**config.mk**
```make
export PLATFORM = sky130hd
export DESIGN_NAME = service_gate_sequencer
export DESIGN_NICKNAME = d
export VERILOG_FILES = /design/src/rtl/service_gate_sequencer.sv
export SDC_FILE = /design/constraint.sdc
export NUM_CORES = 1
export LEC_CHECK = 0
export ABC_AREA = 1
export CORE_UTILIZATION = 60
export CTS_BUF_LIST = sky130_fd_sc_hd__clkbuf_16
export CTS_CLUSTER_DIAMETER = 30
export CTS_CLUSTER_SIZE = 30
export DETAILED_ROUTE_END_ITERATION = 8
export DONT_BUFFER_PORTS = 1
export GPL_TIMING_DRIVEN = 0
export PLACE_DENSITY = 0.76
export SLEW_MARGIN = 10
export SYNTH_ARGS = -nofsm -noshare
export SYNTH_HDL_FRONTEND = slang
export SYNTH_SLANG_ARGS = --single-unit
export TNS_END_PERCENT = 30
```
**constraint.sdc**
```tcl
create_clock -name SIM_CLK -period 4.6 [get_ports SIM_CLK]
set_input_delay 0.23 -clock SIM_CLK [delete_from_list [all_inputs] [get_ports SIM_CLK]]
set_output_delay 0.23 -clock SIM_CLK [all_outputs]
set_load 0.005 [all_outputs]
```
**src/rtl/service_gate_sequencer.sv**
```systemverilog
// service_gate_sequencer: replays one latched register-transfer request as registered CT/RT/WT gate strobes
module service_gate_sequencer #(
  parameter int NREG   = 8,
  parameter int NSCA   = 8,
  parameter int ADDR_W = 3,
  parameter int G_IDX  = 2
) (
  input  logic              SIM_CLK,
  input  logic              SIM_RST,
  input  logic              req_valid,
  output logic              req_ready,
  input  logic [NREG-1:0]   req_rd_sel,
  input  logic [NREG-1:0]   req_wr_sel,
  input  logic              req_sc_rd,
  input  logic              req_sc_wr,
  input  logic [ADDR_W-1:0] req_sc_addr,
  input  logic              req_inh,
  input  logic              req_ci,
  input  logic              req_ci_clr,
  output logic [NREG-1:0]   clr_gate,
  output logic [NREG-1:0]   rd_gate_n,
  output logic [NREG-1:0]   wr_gate_n,
  output logic [NSCA-1:0]   sc_rd_gate_n,
  output logic [NSCA-1:0]   sc_wr_gate_n,
  output logic [NREG-1:0]   mon_wr,
  output logic              ci01_n,
  output logic              err_conflict
);
  typedef enum logic [1:0] {IDLE, CT, RT, WT} state_t;
  localparam logic [NREG-1:0] G_MASK = NREG'(1) << G_IDX;
  state_t state, nxt;
  logic [NREG-1:0] rd_sel, wr_sel;
  logic [ADDR_W-1:0] sc_addr;
  logic sc_rd, sc_wr, inh, ciff, accept, conflict;
  logic [NSCA-1:0] sc_dec;
  assign req_ready = (state == IDLE || state == WT) && !SIM_RST;
  assign accept = req_valid && req_ready;
  assign conflict = ($countones(rd_sel) + int'(sc_rd)) > 1;
  assign mon_wr = ~wr_gate_n;
  assign ci01_n = ~ciff;
  genvar a;
  for (a = 0; a < NSCA; a++) begin : g_dec
    assign sc_dec[a] = sc_addr == ADDR_W'(a);
  end
  always_comb begin
    nxt = state;
    case (state)
      IDLE: nxt = accept ? CT : IDLE;
      CT:   nxt = RT;
      RT:   nxt = WT;
      WT:   nxt = accept ? CT : IDLE;
    endcase
  end
  // CT strobes load straight from the request on the accepting edge; RT/WT use the latched copy
  always_ff @(posedge SIM_CLK) begin
    if (SIM_RST) begin
      state        <= IDLE;
      ciff         <= 1'b0;
      clr_gate     <= '0;
      rd_gate_n    <= '1;
      wr_gate_n    <= '1;
      sc_rd_gate_n <= '1;
      sc_wr_gate_n <= '1;
      err_conflict <= 1'b0;
    end else begin
      state        <= nxt;
      clr_gate     <= accept ? req_wr_sel & ~(req_inh ? G_MASK : '0) : '0;
      rd_gate_n    <= (state == CT && !conflict) ? ~rd_sel : '1;
      sc_rd_gate_n <= (state == CT && !conflict && sc_rd) ? ~sc_dec : '1;
      err_conflict <= state == CT && conflict;
      wr_gate_n    <= state == RT ? ~(wr_sel & ~(inh ? G_MASK : '0)) : '1;
      sc_wr_gate_n <= (state == RT && sc_wr) ? ~sc_dec : '1;
      if (accept) begin
        rd_sel  <= req_rd_sel;
        wr_sel  <= req_wr_sel;
        sc_rd   <= req_sc_rd;
        sc_wr   <= req_sc_wr;
        sc_addr <= req_sc_addr;
        inh     <= req_inh;
        ciff    <= req_ci ? 1'b1 : req_ci_clr ? 1'b0 : ciff;
      end
    end
  end
endmodule

```
==> impl_metrics.env, run 1 <==
export IMPL_dr_first_iter_drc_count=42
export IMPL_fin_crit_sh=0.771
export IMPL_synth_area_um2=2300
export IMPL_grt_pass1_wl_um=6330
export IMPL_ys_async_sr_fraction=0
export IMPL_antennaDiodeCount=0
export IMPL_drt_antenna_violating_nets=0
export IMPL_grtUsageTotal=0.221
export IMPL_setup_viol=0
export IMPL_htreeDepth=3
export IMPL_wirelength_um=4110
export IMPL_post_drt_wl_per_cell_um=14.8
export IMPL_period_minus_slack_ns=3.55
export IMPL_synth_area_top_cells="dfxtp_1 38%, edfxtp_1 29%, inv_1 6.2%"
export IMPL_syn_to_final_growth_pct=25.1
export IMPL_pwr_density_cell_nw_per_um2=633
export IMPL_final_nets=260
export IMPL_clk_pin_slew_ns=0.05
export IMPL_yosys_area_top_type="dfxtp_1"
export IMPL_grt_max_degree=25
export IMPL_tritoncts="built"
export IMPL_via_per_inst=4.95
export IMPL_fmax_ghz=0.282
export IMPL_crit_arrival_ns=3.72
export IMPL_total_power_uw=1830
export IMPL_synth_top_cell_area_share=0.382
export IMPL_maxCapViolCount=0
export IMPL_dpl_hpwl_um=2720
export IMPL_crit_path_max_incr_delay_ns=0.57
export IMPL_post_synth_top_count_cell="dfxtp_1"
export IMPL_slew_viol_final=0
export IMPL_core_um2=3660
export IMPL_port_buffers=0
export IMPL_hold_ws_ns=0.0191
export IMPL_critPathKind="flip-flop to flip-flop"
export IMPL_firstDrtPassIters=4
export IMPL_fin_skew_ns=0.00421
export IMPL_end_kind="flip-flop"
export IMPL_cpMaxStageDelayCell="fa_1"
export IMPL_rsz0062_at_grt="no"
export IMPL_status="complete, no violations"
export IMPL_drive_gt1_frac=0.153
export IMPL_hp_class="primary input to flip-flop"
export IMPL_synthTopCellsByCount="44 x dfxtp_1, 38 x inv_1, 22 x edfxtp_1"
export IMPL_cp_common_cell="fa_1"
export IMPL_cts_resized_gates=0
export IMPL_grt_antenna_before_repair=0
export IMPL_cts_buffer_depth=2
export IMPL_ys_seq_area_frac=0.669
export IMPL_instances_no_fill=277
export IMPL_drc=0
export IMPL_netlist_instances=189
export IMPL_pin_count=78
export IMPL_yosys_cell_types_count=24
export IMPL_worstMarginPinSlew_ns=0.498
export IMPL_clkLatencyLatePin_ns=0.32
export IMPL_clock_sinks=66
export IMPL_synth_edff_count=22
export IMPL_peakVddDrop_mv=0.380
export IMPL_path_cells="inv_1 -> fa_1 -> fa_1 -> fa_1 -> fa_1 -> inv_1 -> fa_1 -> inv_1 -> nand3_4 -> nor2_8 -> buf_12 -> nand4_2"
export IMPL_die_y_um=64.0
export IMPL_avgSynthCellArea_um2=12.2
export IMPL_worstSetupStartpointType="flip-flop"
export IMPL_syn_num_nets=225
export IMPL_dp_cells=237
export IMPL_setup_tns_ns=0
export IMPL_synth_ff_type="dfxtp_1"
export IMPL_yosys_register_bits=66
export IMPL_overflow=0
export IMPL_die_x_um=64.0
export IMPL_critPathMaxFanout=10
export IMPL_grt_pass1_vias=1354
export IMPL_hold_violations=0
export IMPL_cp_required_ns=4.77
export IMPL_row_count=22
export IMPL_cts_made_buffers=9
export IMPL_ys_warnings_count=0
export IMPL_initial_utilization=0.630
export IMPL_dieArea_um2=4090
export IMPL_root_buffer="clkbuf_16"
export IMPL_vias=1370
export IMPL_place_congestion=0.736
export IMPL_p_leak_uw=0.00124
export IMPL_slew_headroom=0.667
## path summary, 6_finish.rpt
check	start	endpoint	slack (ns)	depth (start not counted)
max reg2reg	rd_sel[0]$_DFFE_PP_	sc_rd_gate_n[6]$_SDFF_PP1_	1.05	12
min	req_wr_sel[4]	clr_gate[4]$_SDFF_PN0_	0.02	2
max	rd_sel[0]$_DFFE_PP_	sc_rd_gate_n[6]$_SDFF_PP1_	1.05	12
min reg2reg	wr_sel[5]$_DFFE_PP_	wr_gate_n[5]$_SDFF_PP1_	0.40	1
## repair_timing
item	4_1_cts	5_1_grt
hold endpoints to repair	18	8
endpoints found under the setup margin	0	0
buffers inserted	0	0
hold buffers	16	8
## sequential cells by signal, summed over array words and instances (netlist names)
name / flops
ciff: 1
clr_gate: 8
err_conflict: 1
inh: 1
rd_gate_n: 8
rd_sel: 8
sc_addr: 3
sc_rd: 1
sc_rd_gate_n: 8
sc_wr: 1
sc_wr_gate_n: 8
state: 2
wr_gate_n: 8
wr_sel: 8
## kinds of logic after synthesis
family / after synthesis / share of synthesized area
flops: 66 / 0.669
compound gates: 3 / 0.00814
fa+ha+maj: 9 / 0.0651
buf+inv: 46 / 0.0836
simple gates: 65 / 0.174
## worst max-delay path: cells and delay by family, from the launching register on
kind | cells | cell delay (ns)
buffers and inverters | 4 | 0.45
DFF | 1 | 0.36
and+or+nand+nor | 3 | 0.33
adders and majority gates | 5 | 2.26
## layer usage
layer	global-route usage	vias up	part of all wire
met1	0.236	654	0.37
li1	-	667	-
met5	0	-	0
met2	0.379	43	0.57
met3	0.0804	6	0.048
met4	0.119	0	0.015
## cell usage in the layout, fill, tap and decap left out, types with 4 or more instances in the layout
| cell type | netlist | final |
|---|---|---|
| nand3_2 | 8 | 8 |
| ha_1 | 4 | 4 |
| inv_1 | 38 | 40 |
| inv_2 | 5 | 5 |
| clkinv_1 | 0 | 4 |
| nand4_1 | 6 | 6 |
| dlygate4sd3_1 | 0 | 24 |
| nand2_1 | 21 | 21 |
| nor3_1 | 9 | 9 |
| clkbuf_16 | 0 | 9 |
| edfxtp_1 | 22 | 22 |
| fa_1 | 5 | 5 |
| nor2_1 | 10 | 10 |
| dfxtp_1 | 44 | 44 |
## final cells by class
class                   count  area [µm²]
plain buffers               3        31.3
clock buffers               9         225
clock inverters             7        52.6
fillers                   218         778
inverters                  43         161
multi-input cells          77         571
flip-flops and latches     66        1540
well taps                  48        60.1
repair buffers             24         240
## stage by stage
| step | cell area [µm²] | worst slack (ns) | utilization |
|---|---|---|---|
| floorplan | 2300 | 1.29 | - |
| global placement | 2360 | 1.13 | 0.646 |
| detailed placement | 2360 | 1.05 | 0.646 |
| CTS | 2800 | 1.01 | 0.766 |
| global route | 2880 | 0.918 | 0.787 |
| finish | 2880 | 1.05 | 0.787 |
## where the power goes
part / internal [µW] / switching (µW)
logic: 181 / 297
registers: 685 / 39.1
clock network: 407 / 217
total: 1270 / 552
(Power assumes the default switching activity.)
==> run 2, diff against run 1 <==
--- a/config.mk
+++ b/config.mk
@@ -6,14 +6,14 @@
 export NUM_CORES = 1
 export LEC_CHECK = 0
 export ABC_AREA = 1
-export CORE_UTILIZATION = 60
+export CORE_UTILIZATION = 55
 export CTS_BUF_LIST = sky130_fd_sc_hd__clkbuf_16
 export CTS_CLUSTER_DIAMETER = 30
 export CTS_CLUSTER_SIZE = 30
 export DETAILED_ROUTE_END_ITERATION = 8
 export DONT_BUFFER_PORTS = 1
 export GPL_TIMING_DRIVEN = 0
-export PLACE_DENSITY = 0.76
+export PLACE_DENSITY = 0.73
 export SLEW_MARGIN = 10
 export SYNTH_ARGS = -nofsm -noshare
 export SYNTH_HDL_FRONTEND = slang
==> constraint.sdc (replaced) <==
create_clock -name SIM_CLK -period 3.2 [get_ports SIM_CLK]
set_input_delay 0.16 -clock SIM_CLK [delete_from_list [all_inputs] [get_ports SIM_CLK]]
set_output_delay 0.16 -clock SIM_CLK [all_outputs]
set_load 0.005 [all_outputs]
==> impl_metrics.env, run 2 (synthesized netlist as in run 1, its figures left out) <==
export IMPL_fin_crit_sh=1.08
export IMPL_slew_viol_final=0
export IMPL_die_x_um=66.7
export IMPL_maxCapViolCount=0
export IMPL_worstMarginPinSlew_ns=0.508
export IMPL_hold_ws_ns=0.0642
export IMPL_clkLatencyLatePin_ns=0.31
export IMPL_tritoncts="built"
export IMPL_drt_antenna_violating_nets=0
export IMPL_initial_utilization=0.576
export IMPL_hp_class="primary input to flip-flop"
export IMPL_period_minus_slack_ns=3.45
export IMPL_mostFrequentLayoutCells="44 x dfxtp_1, 35 x inv_1, 25 x dlygate4sd3_1, 22 x edfxtp_1, 21 x nand2_1"
export IMPL_end_kind="flip-flop"
export IMPL_post_drt_wl_per_cell_um=15.1
export IMPL_nFillCells=257
export IMPL_overflow=0
export IMPL_worstReg2RegEnd="sc_rd_gate_n[5]$_SDFF_PP1_"
export IMPL_htreeDepth=3
export IMPL_pwr_density_cell_nw_per_um2=958
export IMPL_grt_antenna_before_repair=0
export IMPL_firstDrtPassIters=5
export IMPL_wirelength_um=4280
export IMPL_pin_count=78
export IMPL_r2r_setup_slack_ns=-0.25
export IMPL_syn_to_final_growth_pct=29.2
export IMPL_status="finished with violations"
export IMPL_worstSetupStartpointType="flip-flop"
export IMPL_peakVddDrop_mv=0.646
export IMPL_cp_required_ns=3.37
export IMPL_drc=0
export IMPL_crit_arrival_ns=3.63
export IMPL_fmax_ghz=0.290
export IMPL_cts_made_buffers=9
export IMPL_layout_commonest_cell="dfxtp_1"
export IMPL_final_setup_worst_slack_ns=-0.254
export IMPL_place_congestion=0.732
export IMPL_clock_sinks=66
export IMPL_die_y_um=66.7
export IMPL_hold_violations=0
export IMPL_rr_worst_depth=12
export IMPL_r2r_start="rd_sel[1]$_DFFE_PP_"
export IMPL_grtUsageTotal=0.215
export IMPL_critPathCapture="sc_rd_gate_n[5]$_SDFF_PP1_"
export IMPL_drive_gt1_frac=0.205
export IMPL_grt_pass1_wl_um=6690
export IMPL_via_per_inst=4.94
export IMPL_critPathMaxFanout=10
export IMPL_dr_first_iter_drc_count=31
export IMPL_cts_buffer_depth=2
export IMPL_grt_pass1_vias=1455
export IMPL_clk_pin_slew_ns=0.05
export IMPL_p_leak_uw=0.00128
export IMPL_utilization=0.744
export IMPL_rsz0062_at_grt="yes"
export IMPL_setup_viol=17
export IMPL_grt_max_degree=25
export IMPL_dpl_hpwl_um=2780
export IMPL_row_count=23
export IMPL_final_nets=265
export IMPL_slew_headroom=0.661
export IMPL_violations="setup timing"
export IMPL_critPathKind="flip-flop to flip-flop"
export IMPL_dieArea_um2=4450
export IMPL_port_buffers=0
export IMPL_core_um2=4000
export IMPL_vias=1402
export IMPL_antennaDiodeCount=0
export IMPL_fin_skew_ns=0.00589
export IMPL_root_buffer="clkbuf_16"
export IMPL_critical_path_startpoint="rd_sel[1]$_DFFE_PP_"
-- run 2: changes by cell type in the layout (fill, tap and decap cells not counted) --
cell | before | now
buf_4 | 1 | 4
bufinv_16 | 1 | 2
buf_12 | 1 | 2
fa_1 | 5 | 4
dlygate4sd3_1 | 24 | 25
clkinv_2 | 0 | 1
inv_1 | 40 | 35
nor3_2 | 0 | 1
clkinv_4 | 0 | 1
nor3_1 | 9 | 8
inv_2 | 5 | 9
clkinv_1 | 4 | 2
fa_2 | 0 | 1
-- run 2: worst min-delay path by stage --
stage / start / end / slack [ns] / depth (start not counted)
after floorplan: SIM_RST / ciff$_SDFFE_PP0P_ / 0.23 / 1
after global placement: SIM_RST / ciff$_SDFFE_PP0P_ / 0.23 / 1
after detailed placement: req_inh / clr_gate[2]$_SDFF_PN0_ / 0.24 / 1
after CTS: req_valid / clr_gate[3]$_SDFF_PN0_ / 0.06 / 2
after global routing: req_valid / clr_gate[1]$_SDFF_PN0_ / 0.06 / 2
final: req_valid / clr_gate[4]$_SDFF_PN0_ / 0.06 / 2
-- run 2: repair_timing --
item	in CTS	in global routing
pin swaps	1	0
gates resized for setup	1	2
setup buffers	3	1
endpoints found under the hold margin	42	0
endpoints found under the setup margin	17	17
hold buffers	25	0
-- run 2: final cells by class --
type                            instances  area, µm²  area share
Clock inverter                          7       85.1      0.0286
Clock buffer                            9        225      0.0756
Inverter                               43        161      0.0542
Buffer                                  3       31.3      0.0105
Sequential cell                        66       1540       0.518
Multi-Input combinational cell         77        578       0.194
Timing Repair Buffer                   29        293      0.0983
Tap cell                               50       62.6      0.0210
-- run 2: critical path, stage by stage (launching register included) --
cell and delay, ns:
edfxtp_1 0.41, inv_2 0.08, fa_1 0.43, fa_1 0.51
fa_1 0.45, fa_2 0.37, inv_2 0.08, fa_1 0.44
inv_2 0.09, nand3_4 0.09, nor2_8 0.15, buf_12 0.14
nand4_2 0.07
-- run 2: per-stage QoR --
step | cell area [µm²] | total power (µW) | TNS (ns) | instances | setup WS, ns
final | 2980 | 2850 | -3.81 | 284 | -0.254
after detailed placement | 2370 | 1730 | -2.95 | 239 | -0.243
after CTS | 2970 | 2860 | -4.02 | 283 | -0.271
after global placement | 2370 | 1690 | -2.18 | 239 | -0.201
after floorplan | 2310 | 1610 | -0.409 | 189 | -0.0640
after global routing | 2980 | 2990 | -5.63 | 284 | -0.366
-- run 2: metal layers --
metal  GRT usage  wire length (µm)  vias up  share of wire
met5           0                 0        -              0
met4      0.0957                53        0          0.012
met3      0.0634               171        6          0.040
met2       0.409              2490       52           0.58
met1       0.208              1560      666           0.37
li1            -                 -      678              -
-- run 2: report_power, final --
group	internal (µW)	switching, µW	total, µW
logic	353	461	813
registers	985	56.7	1040
clock network	673	326	999
total	2010	844	2850
